File: src/rtl/ibus_rr_arbiter_if.sv
// Instruction-bus arbiter bundle: two requester ports plus the shared slave port.
// The master modport is the arbiter's view; the slave modport is the environment's.
interface ibus_rr_arbiter_if #(
  parameter int unsigned DATA_WIDTH = 64,
  parameter int unsigned ADDR_WIDTH = 32
);
  logic                  m0_read;
  logic [ADDR_WIDTH-1:0] m0_address;
  logic                  m0_flush;
  logic                  m0_stall;
  logic                  m0_valid;

  logic                  m1_read;
  logic [ADDR_WIDTH-1:0] m1_address;
  logic                  m1_stall;
  logic                  m1_valid;

  logic [DATA_WIDTH-1:0] m_rddata;

  logic                  s_read;
  logic [ADDR_WIDTH-1:0] s_address;
  logic                  s_stall;
  logic [DATA_WIDTH-1:0] s_rddata;

  modport master (
    input  m0_read, m0_address, m0_flush,
    output m0_stall, m0_valid,
    input  m1_read, m1_address,
    output m1_stall, m1_valid,
    output m_rddata,
    output s_read, s_address,
    input  s_stall, s_rddata
  );

  modport slave (
    output m0_read, m0_address, m0_flush,
    input  m0_stall, m0_valid,
    output m1_read, m1_address,
    input  m1_stall, m1_valid,
    input  m_rddata,
    input  s_read, s_address,
    output s_stall, s_rddata
  );
endinterface

File: src/rtl/ibus_rr_arbiter.sv
// Two-requester arbiter for one pipelined instruction-bus slave with a single
// in-flight response; steers read data back and drops m0 data across a redirect.
module ibus_rr_arbiter #(
  parameter int unsigned DATA_WIDTH     = 64,
  parameter int unsigned ADDR_WIDTH     = 32,
  parameter bit          FIXED_PRIORITY = 1'b0
) (
  input  logic                clk,
  input  logic                rst_n,
  ibus_rr_arbiter_if.master   bus
);

  typedef enum logic {
    OWN_M0 = 1'b0,
    OWN_M1 = 1'b1
  } owner_e;

  owner_e                grant;
  logic                  accept;
  logic                  resp;
  logic [ADDR_WIDTH-1:0] addr_sel;
  logic [DATA_WIDTH-1:0] rd_data;

  logic   pipe_valid;
  owner_e pipe_owner;
  logic   pipe_drop;
  owner_e rr_last;

  // Grant depends only on requests and rr_last, so it holds steady under s_stall.
  always_comb begin
    grant = OWN_M0;
    unique case ({bus.m1_read, bus.m0_read})
      2'b10:   grant = OWN_M1;
      2'b11:   grant = FIXED_PRIORITY ? OWN_M0 : owner_e'(~rr_last);
      default: grant = OWN_M0;
    endcase
  end

  always_comb begin
    addr_sel = (grant == OWN_M1) ? bus.m1_address : bus.m0_address;
    rd_data  = bus.s_rddata;
    accept   = (bus.m0_read | bus.m1_read) & ~bus.s_stall;
    resp     = pipe_valid & ~bus.s_stall;
  end

  // Request path and response steering; a redirect in the response cycle
  // itself masks an m0 response that has not yet been marked dropped.
  always_comb begin
    bus.s_read    = bus.m0_read | bus.m1_read;
    bus.s_address = addr_sel;
    bus.m0_stall  = bus.m0_read & ~(accept & (grant == OWN_M0));
    bus.m1_stall  = bus.m1_read & ~(accept & (grant == OWN_M1));
    bus.m_rddata  = rd_data;
    bus.m0_valid  = resp & (pipe_owner == OWN_M0) & ~pipe_drop & ~bus.m0_flush;
    bus.m1_valid  = resp & (pipe_owner == OWN_M1) & ~pipe_drop;
  end

  // In-flight tracking. An accept with pipe_valid implies a response in the
  // same cycle, so a new accept simply overwrites the entry.
  always_ff @(posedge clk or negedge rst_n) begin
    if (!rst_n) begin
      pipe_valid <= 1'b0;
      pipe_owner <= OWN_M0;
      pipe_drop  <= 1'b0;
      rr_last    <= OWN_M1;
    end else if (accept) begin
      pipe_valid <= 1'b1;
      pipe_owner <= grant;
      pipe_drop  <= 1'b0;
      rr_last    <= grant;
    end else if (resp) begin
      pipe_valid <= 1'b0;
      pipe_drop  <= 1'b0;
    end else if (pipe_valid && (pipe_owner == OWN_M0) && bus.m0_flush) begin
      pipe_drop  <= 1'b1;
    end
  end

endmodule

File: src/flat_wrapper.sv
// flat-port wrapper written by rule: the top's interface ports become plain ports
module ibus_rr_arbiter_flat 
#(
  parameter int unsigned DATA_WIDTH     = 64,
  parameter int unsigned ADDR_WIDTH     = 32,
  parameter bit          FIXED_PRIORITY = 1'b0
)
  (clk, rst_n, bus_m0_read, bus_m0_address, bus_m0_flush, bus_m0_stall, bus_m0_valid, bus_m1_read, bus_m1_address, bus_m1_stall, bus_m1_valid, bus_m_rddata, bus_s_read, bus_s_address, bus_s_stall, bus_s_rddata);
  ibus_rr_arbiter_if #(.DATA_WIDTH(DATA_WIDTH), .ADDR_WIDTH(ADDR_WIDTH)) bus_i ();
  input  logic clk;
  input  logic rst_n;
  input wire logic [$bits(bus_i.m0_read)-1:0] bus_m0_read;
  input wire logic [$bits(bus_i.m0_address)-1:0] bus_m0_address;
  input wire logic [$bits(bus_i.m0_flush)-1:0] bus_m0_flush;
  output wire logic [$bits(bus_i.m0_stall)-1:0] bus_m0_stall;
  output wire logic [$bits(bus_i.m0_valid)-1:0] bus_m0_valid;
  input wire logic [$bits(bus_i.m1_read)-1:0] bus_m1_read;
  input wire logic [$bits(bus_i.m1_address)-1:0] bus_m1_address;
  output wire logic [$bits(bus_i.m1_stall)-1:0] bus_m1_stall;
  output wire logic [$bits(bus_i.m1_valid)-1:0] bus_m1_valid;
  output wire logic [$bits(bus_i.m_rddata)-1:0] bus_m_rddata;
  output wire logic [$bits(bus_i.s_read)-1:0] bus_s_read;
  output wire logic [$bits(bus_i.s_address)-1:0] bus_s_address;
  input wire logic [$bits(bus_i.s_stall)-1:0] bus_s_stall;
  input wire logic [$bits(bus_i.s_rddata)-1:0] bus_s_rddata;
  assign bus_i.m0_read = bus_m0_read;
  assign bus_i.m0_address = bus_m0_address;
  assign bus_i.m0_flush = bus_m0_flush;
  assign bus_m0_stall = bus_i.m0_stall;
  assign bus_m0_valid = bus_i.m0_valid;
  assign bus_i.m1_read = bus_m1_read;
  assign bus_i.m1_address = bus_m1_address;
  assign bus_m1_stall = bus_i.m1_stall;
  assign bus_m1_valid = bus_i.m1_valid;
  assign bus_m_rddata = bus_i.m_rddata;
  assign bus_s_read = bus_i.s_read;
  assign bus_s_address = bus_i.s_address;
  assign bus_i.s_stall = bus_s_stall;
  assign bus_i.s_rddata = bus_s_rddata;
  ibus_rr_arbiter #(.DATA_WIDTH(DATA_WIDTH), .ADDR_WIDTH(ADDR_WIDTH), .FIXED_PRIORITY(FIXED_PRIORITY)) u_core (.clk(clk), .rst_n(rst_n), .bus(bus_i));
endmodule
File: config.mk
export PLATFORM = sky130hd
export DESIGN_NAME = ibus_rr_arbiter_flat
export DESIGN_NICKNAME = d
export VERILOG_FILES = /design/src/rtl/ibus_rr_arbiter_if.sv /design/src/rtl/ibus_rr_arbiter.sv /design/src/flat_wrapper.sv
export SDC_FILE = /design/constraint.sdc
export NUM_CORES = 1
export LEC_CHECK = 0
export BUFFER_PORTS_ARGS = -buffer_cell sky130_fd_sc_hd__buf_2
export CORE_AREA = 4 4 88 90
export CTS_CLUSTER_SIZE = 25
export DETAILED_ROUTE_END_ITERATION = 8
export DIE_AREA = 0 0 92 94
export GPL_TIMING_DRIVEN = 0
export HOLD_SLACK_MARGIN = 0.15
export PLACE_DENSITY = 0.59
export SLEW_MARGIN = 20
export SYNTH_ARGS = -nofsm -noshare
export SYNTH_HDL_FRONTEND = slang
export SYNTH_SLANG_ARGS = --single-unit
export TNS_END_PERCENT = 1
File: constraint.sdc
create_clock -name clk -period 1.6 [get_ports clk]
set_input_delay 0.32 -clock clk [delete_from_list [all_inputs] [get_ports clk]]
set_output_delay 0.32 -clock clk [all_outputs]
set_load 0.03 [all_outputs]
# ---- Word-level counts from Yosys, hierarchy flattened
# Cells that the tools add are included.
dict set report totals {
  regBits 4
  input_bits 134
  elab_cells 37
}
dict set report classes {
  eq_ne 2
  mux 7
  n_bitwise 20
  n_reduce_logical 4
}
# cell n
set op_table {}
lappend op_table {{$mux W32} 1}
lappend op_table {{$and A1 B1 Y1} 11}
lappend op_table {{$not A1 Y1} 8}
lappend op_table {{$mux W1} 5}
lappend op_table {{$eq A2 B2 Y1 const B} 2}
lappend op_table {{$reduce_bool A3 Y1} 1}
lappend op_table {{$logic_and A1 B1 Y1} 2}
lappend op_table {{$pmux W1 S2} 1}
lappend op_table {{$reduce_bool A2 Y1} 1}
lappend op_table {{$or A1 B1 Y1} 1}

# ---- Depth between registers and ports, before layout
# Gate-level depths: netlist of run 1.
dict set report depth {
  ltp_word 6
  depth_mapped 3
  mapped_depth_nobuf 2
}

# ---- Least setup slack after synthesis of run 1
# Ideal clock, no wire load.
dict set report synth_path {
  path_type {reg2out}
  start {register u_core.rr_last}
  end {output port bus_m1_stall}
  arrival_ps 1520
  t_required_ps 1280
  slack_ps -240
  path_stages_with_launch 4
  n_path_buf 1
  cell_sequence {dfstp_2 a21boi_4 buf_8 a21boi_0}
}
dict set report synth_between {
  elab_chain_cells 5
}
# element line
set synth_rtl {}
lappend synth_rtl {{start, declared} ibus_rr_arbiter.sv:27} ;# owner_e rr_last;
lappend synth_rtl {{start signal, assigned} ibus_rr_arbiter.sv:70} ;# rr_last <= grant;
lappend synth_rtl {{$not A1 Y1} ibus_rr_arbiter.sv:34} ;# 2'b11: grant = FIXED_PRIORITY ? OWN_M0 : owner_e'(~rr_last);
lappend synth_rtl {{$pmux W1 S2} ibus_rr_arbiter.sv:32} ;# unique case ({bus.m1_read, bus.m0_read})
lappend synth_rtl {{$and A1 B1 Y1} ibus_rr_arbiter.sv:52} ;# bus.m1_stall = bus.m1_read & ~(accept & (grant == OWN_M1));
lappend synth_rtl {{$not A1 Y1} ibus_rr_arbiter.sv:52}
lappend synth_rtl {{$and A1 B1 Y1} ibus_rr_arbiter.sv:52}
lappend synth_rtl {{end, declared} flat_wrapper.sv:19} ;# output wire logic [$bits(bus_i.m1_stall)-1:0] bus_m1_stall;
# No other way between the ends.

# ---- Worst setup path after layout of run 1
dict set report layout_path {
  start {register u_core.rr_last}
  end {output port bus_s_address[18]}
}
dict set report layout_between {
  elab_chain_cells 3
}
# element line
set layout_rtl {}
lappend layout_rtl {{$not A1 Y1} ibus_rr_arbiter.sv:34}
lappend layout_rtl {{$pmux W1 S2} ibus_rr_arbiter.sv:32}
lappend layout_rtl {{$mux W32} ibus_rr_arbiter.sv:40} ;# addr_sel = (grant == OWN_M1) ? bus.m1_address : bus.m0_address;
lappend layout_rtl {{end, declared} flat_wrapper.sv:23} ;# output wire logic [$bits(bus_i.s_address)-1:0] bus_s_address;
# No other way between the ends.

==> summary.txt, run 1 <==
Gpl congestion - 0.673
Row cnt - 31
Overflow after GRT - 0
Fin util - 35.2%
Largest family of logic cells by synthesized area - buffers and inverters
Max IR drop VDD - 0.207 mV
I/O pins - 235
Clock power frac - 15.2%
Outcome - complete, but fails checks
Die Height - 94 um
Root Buffer Master - clkbuf_8
Largest net degree at the start of global routing - 11
TritonCTS clock tree - done
Worst r2r path cells - 2
CP cell instances - a21boi_4 -> buf_6 -> buf_8 -> mux2_2 -> buf_6
CTS Sinks - 4
Worst Path Required - 1280 ps
R2r startpoint - u_core.pipe_valid$_DFFE_PN0N_
Worst slew pin tran - 320 ps
Fin Setup TNS - -8020 ps
Post-synthesis sequential area ratio - 9.02%
XOR/XNOR share of the synthesized area - 0%
Pint - 0.837 mW
Initial antenna violation count - 0
DRC violation count after routing - 0
CTS max path bufs - 2
Final Max Slew Viols - 0
Combinational Power Share - 75.6%
RSZ-0062 raised after global routing - yes
Vias in the first global route - 1,487
Die area - 0.00865 mm^2
Clk_lat worst skew - 220 ps
Cells after synthesis - 121
Final instance area - 0.00248 mm^2
Post-route insts no fill - 401
Placed wire-length estimate - 4.11 mm
Initial DRT Pass Iterations - 2
Max Clock Freq - 0.538 GHz
Net count after synthesis - 255
Final ANT Viol Nets - 0
Crit path DAT - 1540 ps
P&R area growth vs syn - 121%
First-pass GRT wire length - 6.84 mm
FF-to-FF End - u_core.pipe_drop$_DFFE_PN0P_
CP most frequent cell - buf_6
Placed Instances - 390
ANT cells - 0
Sequential cell fraction of total power - 9.3%
Final Hold Vio Count - 0
Failing checks - negative setup slack
Setup crit start - u_core.rr_last$_DFFE_PN1P_
# Max-Cap Violations - 0
Final Cycle Share - 116%
Crit path max fanout - 10
Yosys Warn Count - 0
CP top delay family - flip-flops
Hold WC Path Type - input port to flip-flop
Overall Global Routing Usage - 9.61%
Pwr per Cell Area - 595 mW/mm^2
Mux contribution to synthesized area - 33.1%
Total Nets Final - 437
Setup WS pre-CTS - -330 ps
Clock Skew - 1.89 ps
Post-Syn Area - 0.00112 mm^2
Worst setup SP type - flip-flop
Clock-pin slew on the worst setup and hold paths - 30 ps
Sw Ratio - 43.4%
TritonCTS buffer count - 3
Share of cells above drive strength 1 - 94.4%
Crit-path max cell delay - 550 ps
Distinct cells, synth - 21
Switching power - 0.642 mW
WP depth - 5
H-tree depth - 1
Final setup viols - 34
Slew headroom - 78.4%
Kind of critical path - flip-flop to output pin
DR WL/cell - 12.1 um
Synth Area in Compound Gates - 6.01%
Final WL - 4.86 mm
Setup ws final - -259 ps
Hold Path Origin - bus_s_stall
Input/output buffers - 170
Initial core utilization - 15.9%
Critical Path End Type - output pin
R2R setup slack - 360 ps
Leakage - 1.38 nW
DIE WIDTH - 92 um
Via/cell ratio - 3.59
Slowest-stage cell, CP - dfstp_2
Post-synthesis sequential element count - 4
Simple-Gate Fraction of Synth Area - 4.79%
Post-DP Area - 0.00210 mm^2
Buf/Inv on CP - 3
Hold slack final - 423 ps
Vias - 1,438
Worst Hold Depth - 3
Syn avg cell area - 9.29 um^2
Power Total - 1.48 mW
Hold path endpoint - u_core.pipe_drop$_DFFE_PN0P_
Tmin final - 1860 ps
1st-iter DRT viols - 3
Synth Area in Adders - 0%
Core ar. - 0.00706 mm^2
[sequential cells by signal, summed over array words and instances, names as in the netlist]
name / flops
u_core.pipe_owner: 1
u_core.pipe_drop: 1
u_core.pipe_valid: 1
u_core.rr_last: 1
[how the worst max path moves through the flow]
stage / end / slack [ps]
global route: bus_s_address[18] / -320
finish: bus_s_address[18] / -260
CTS: bus_s_address[6] / -270
detailed placement: bus_s_address[6] / -330
floorplan: bus_m1_stall / -10
global placement: bus_s_address[6] / -320
[cell usage in the layout, fill, tap and decap left out, drive strengths merged]
cell type / count
nor3b: 1
nand2b: 1
inv: 1
nor2b: 1
buf: 243
a21boi: 2
or2: 1
dlygate4sd3: 1
mux2: 33
or4b: 1
nor4: 1
nand2: 3
o21a: 1
clkbuf: 4
dfrtp: 3
o21bai: 1
o22a: 1
o311ai: 1
a22o: 1
dfstp: 1
[kinds of logic after synthesis]
kind of cell,after synthesis
DFF,4
buffers and inverters,68
muxes,33
AOI/OAI and AO/OA,7
and+or+nand+nor,9
[cells in the mapped netlist]
cell      count  area share (%)
a21boi_0      1            0.67
inv_1         1            0.33
nand2b_1      1            0.56
o21a_1        1            0.67
nor4_1        1            0.56
or4b_2        1            0.89
nand2_1       3             1.0
buf_8         3             4.0
mux2_1        2             2.0
mux2_2       31              31
o311ai_0      1            0.78
or2_2         1            0.56
nor3b_1       1            0.67
a22o_1        1            0.78
dfrtp_1       3             6.7
o21bai_1      1            0.67
buf_4        64              43
dfstp_2       1             2.3
nor2b_1       1            0.56
o22a_1        1            0.78
a21boi_4      1             1.7
[layout make-up]
cell class	count	area, um^2
inverter	1	3.75
fill	724	4580
sequential	4	101
timing repair buffer	177	1170
buffer	67	526
multi-input combinational	49	518
tap	99	124
clock buffer	4	45.0
[routing by layer]
metal | track usage [%] | part of all wire (%) | vias to the layer above
met2 | 19.8 | 58 | 118
met3 | 3.85 | 15 | 0
met5 | 0 | 0 | -
met4 | 1.49 | 0 | 0
met1 | 8.90 | 28 | 613
li1 | - | - | 707
[worst min-delay path: stages]
cell      delay (ps)
buf_2            130
nand2_1           50
o311ai_0          80
[repair_timing]
| action | 4_1_cts | 5_1_grt |
|---|---|---|
| hold buffers | 1 | 0 |
| gates resized for setup | 77 | 0 |
| pin swaps | 2 | 0 |
| hold endpoints to repair | 4 | 0 |
| setup buffers | 4 | 0 |
| setup endpoints to repair | 34 | 34 |
| cloned | 2 | 0 |
[power groups by stage]
stage               logic [mW]  clock network (mW)  registers (mW)
global route              1.18               0.241           0.140
finish                    1.12               0.224           0.137
CTS                       1.13               0.232           0.137
global placement         0.935                   0           0.137
floorplan                0.676                   0           0.135
detailed placement       0.940                   0           0.138
(Power assumes the default switching activity.)
==> run 2, diff against run 1 <==
Settings changed: CAP_MARGIN set to 20, PLACE_DENSITY 0.59 to unset.
==> run 2 against run 1 <==
The flow still finishes with violations (negative setup slack). Fmax grew 0.46%. Sequential share of layout area hardly changed. First-iteration DRC count grew to 3.7 times the previous value. Power shrank 0.17%. Count of clock-buffer cells in the layout is the same. Utilization is 0.34 points lower. Wire length up 5.6%. Sequential power about the same. Worst hold slack better by 11 ps. Largest cell class unchanged. Highest routed layer is now met4.
==> summary.txt, run 2 (synthesized netlist as in run 1, its figures left out) <==
Outcome - complete, but fails checks
Failing checks - negative setup slack
Slew headroom - 77.3% (-1.1 points)
Input/output buffers - 170 (unchanged)
Final instance area - 0.00246 mm^2 (-0.96%)
Total Nets Final - 436 (-0.23%)
Placed Instances - 390 (unchanged)
P&R area growth vs syn - 119%
Pwr per Cell Area - 600 mW/mm^2 (+0.79%)
Row cnt - 31 (unchanged)
Hold WC Path Type - input port to flip-flop
Vias in the first global route - 1,530 (+2.9%)
Final ANT Viol Nets - 0 (unchanged)
Final setup viols - 34 (unchanged)
Root Buffer Master - clkbuf_8
Via/cell ratio - 3.66 (+1.9%)
Die Height - 94 um (unchanged)
Final Cycle Share - 116% (-0.54 points)
Setup crit start - u_core.rr_last$_DFFE_PN1P_
Overall Global Routing Usage - 10.3% (+0.74 points)
Post-route insts no fill - 400 (-0.25%)
Overflow after GRT - 0 (unchanged)
Filler cell count - 720 (-0.55%)
DR WL/cell - 12.8 um (+5.9%)
Seq. cell area - 101 um^2 (unchanged)
Vias - 1,462 (+1.7%)
Initial antenna violation count - 0 (unchanged)
DIE WIDTH - 92 um (unchanged)
Final Hold Vio Count - 0 (unchanged)
TritonCTS clock tree - done
Clock Skew - 1.50 ps (-0.393 ps)
Crit path max fanout - 6 (-4)
CTS Sinks - 4 (unchanged)
CTS max path bufs - 2 (unchanged)
Tmin final - 1850 ps (-8.59 ps)
Setup ws final - -251 ps (+8.59 ps)
Leakage - 1.37 nW (-0.90%)
Kind of critical path - flip-flop to output pin
Gpl congestion - 0.644 (-4.3%)
Multi-input logic area - 510 um^2 (-1.4%)
H-tree depth - 1 (unchanged)
Share of cells above drive strength 1 - 94.4% (about the same)
Worst slew pin tran - 336 ps (+16.3 ps)
ANT cells - 0 (unchanged)
Clock-pin slew on the worst setup and hold paths - 30 ps (about the same)
Final Max Slew Viols - 0 (unchanged)
TritonCTS buffer count - 3 (unchanged)
Die area - 0.00865 mm^2 (unchanged)
Placed wire-length estimate - 4.44 mm (+8.2%)
Setup WS pre-CTS - -310 ps (+19.6 ps)
Clk_lat worst skew - 220 ps (about the same)
R2r startpoint - u_core.pipe_valid$_DFFE_PN0N_
Crit path DAT - 1530 ps (about the same)
Most frequent cells in the layout - 136 x buf_2, 68 x buf_4, 33 x buf_6
Hold slack final - 433 ps (+10.6 ps)
RSZ-0062 raised after global routing - yes
Core ar. - 0.00706 mm^2 (unchanged)
Max Clock Freq - 0.540 GHz (+0.46%)
Commonest non-fill, non-tap cell in the layout - buf_2
DRC violation count after routing - 0 (unchanged)
Post-DP Area - 0.00210 mm^2 (unchanged)
1st-iter DRT viols - 11 (+8)
Initial core utilization - 15.9% (unchanged)
Max IR drop VDD - 0.273 mV (+32%)
Hold Path Origin - bus_s_stall
Power Total - 1.48 mW (-0.17%)
Worst setup SP type - flip-flop
# Max-Cap Violations - 0 (unchanged)
Initial DRT Pass Iterations - 2 (unchanged)
Largest net degree at the start of global routing - 11 (unchanged)
First-pass GRT wire length - 7.10 mm (+3.8%)
I/O pins - 235 (unchanged)
Worst Path Required - 1280 ps (about the same)
Critical Path End Type - output pin
Final WL - 5.13 mm (+5.6%)
run 2: where the power goes:
| part | switching, mW | internal [mW] | total [mW] |
|---|---|---|---|
| clock network | 0.0537 | 0.170 | 0.224 |
| logic | 0.574 | 0.543 | 1.12 |
| registers | 0.0155 | 0.120 | 0.136 |
| total | 0.643 | 0.833 | 1.48 |
run 2: repair_timing:
item / in CTS / in global routing
resized for setup: 71 / 0
hold buffers: 1 / 0
gates cloned: 1 / 0
setup endpoints to repair: 34 / 34
endpoints found under the hold margin: 4 / 0
pin swaps: 2 / 0
buffers inserted: 4 / 1
run 2: cell type report:
type	count	share of cell area (%)
flip-flops and latches	4	4.12
repair buffers	176	46.5
multi-input cells	49	20.8
well taps	99	5.04
clock buffers	4	1.83
plain buffers	67	21.6
inverters	1	0.153
run 2: through the flow:
stage          util, %  setup TNS, ps
4_1_cts           34.7          -7880
2_1_floorplan        -          -15.4
5_1_grt           34.8          -9060
3_5_place_dp      29.8          -8950
6_report          34.8          -7730
3_3_place_gp      29.8          -9230
run 2: worst paths after layout:
check | end | slack, ps | depth (start not counted)
setup / recovery | bus_s_address[29] | -250 | 5
hold / removal | u_core.pipe_drop$_DFFE_PN0P_ | 430 | 3
setup reg to reg | u_core.pipe_drop$_DFFE_PN0P_ | 350 | 2
hold reg to reg | u_core.pipe_valid$_DFFE_PN0N_ | 560 | 1
max in group asynchronous | u_core.rr_last$_DFFE_PN1P_ | 930 | 2
min in group asynchronous | u_core.pipe_valid$_DFFE_PN0N_ | 460 | 2
run 2: per-layer routing:
metal	GRT usage, %	vias up	wire [um]
met4	2.60	0	17
met5	0	-	0
li1	-	704	-
met3	2.96	2	754
met2	20.7	136	2760
met1	10.4	620	1600
run 2: worst max-delay path, stage by stage (launching register included):
cell,delay [ps]
dfstp_2,540
a21boi_4,60
buf_12,140
buf_12,130
mux2_4,300
buf_6,140
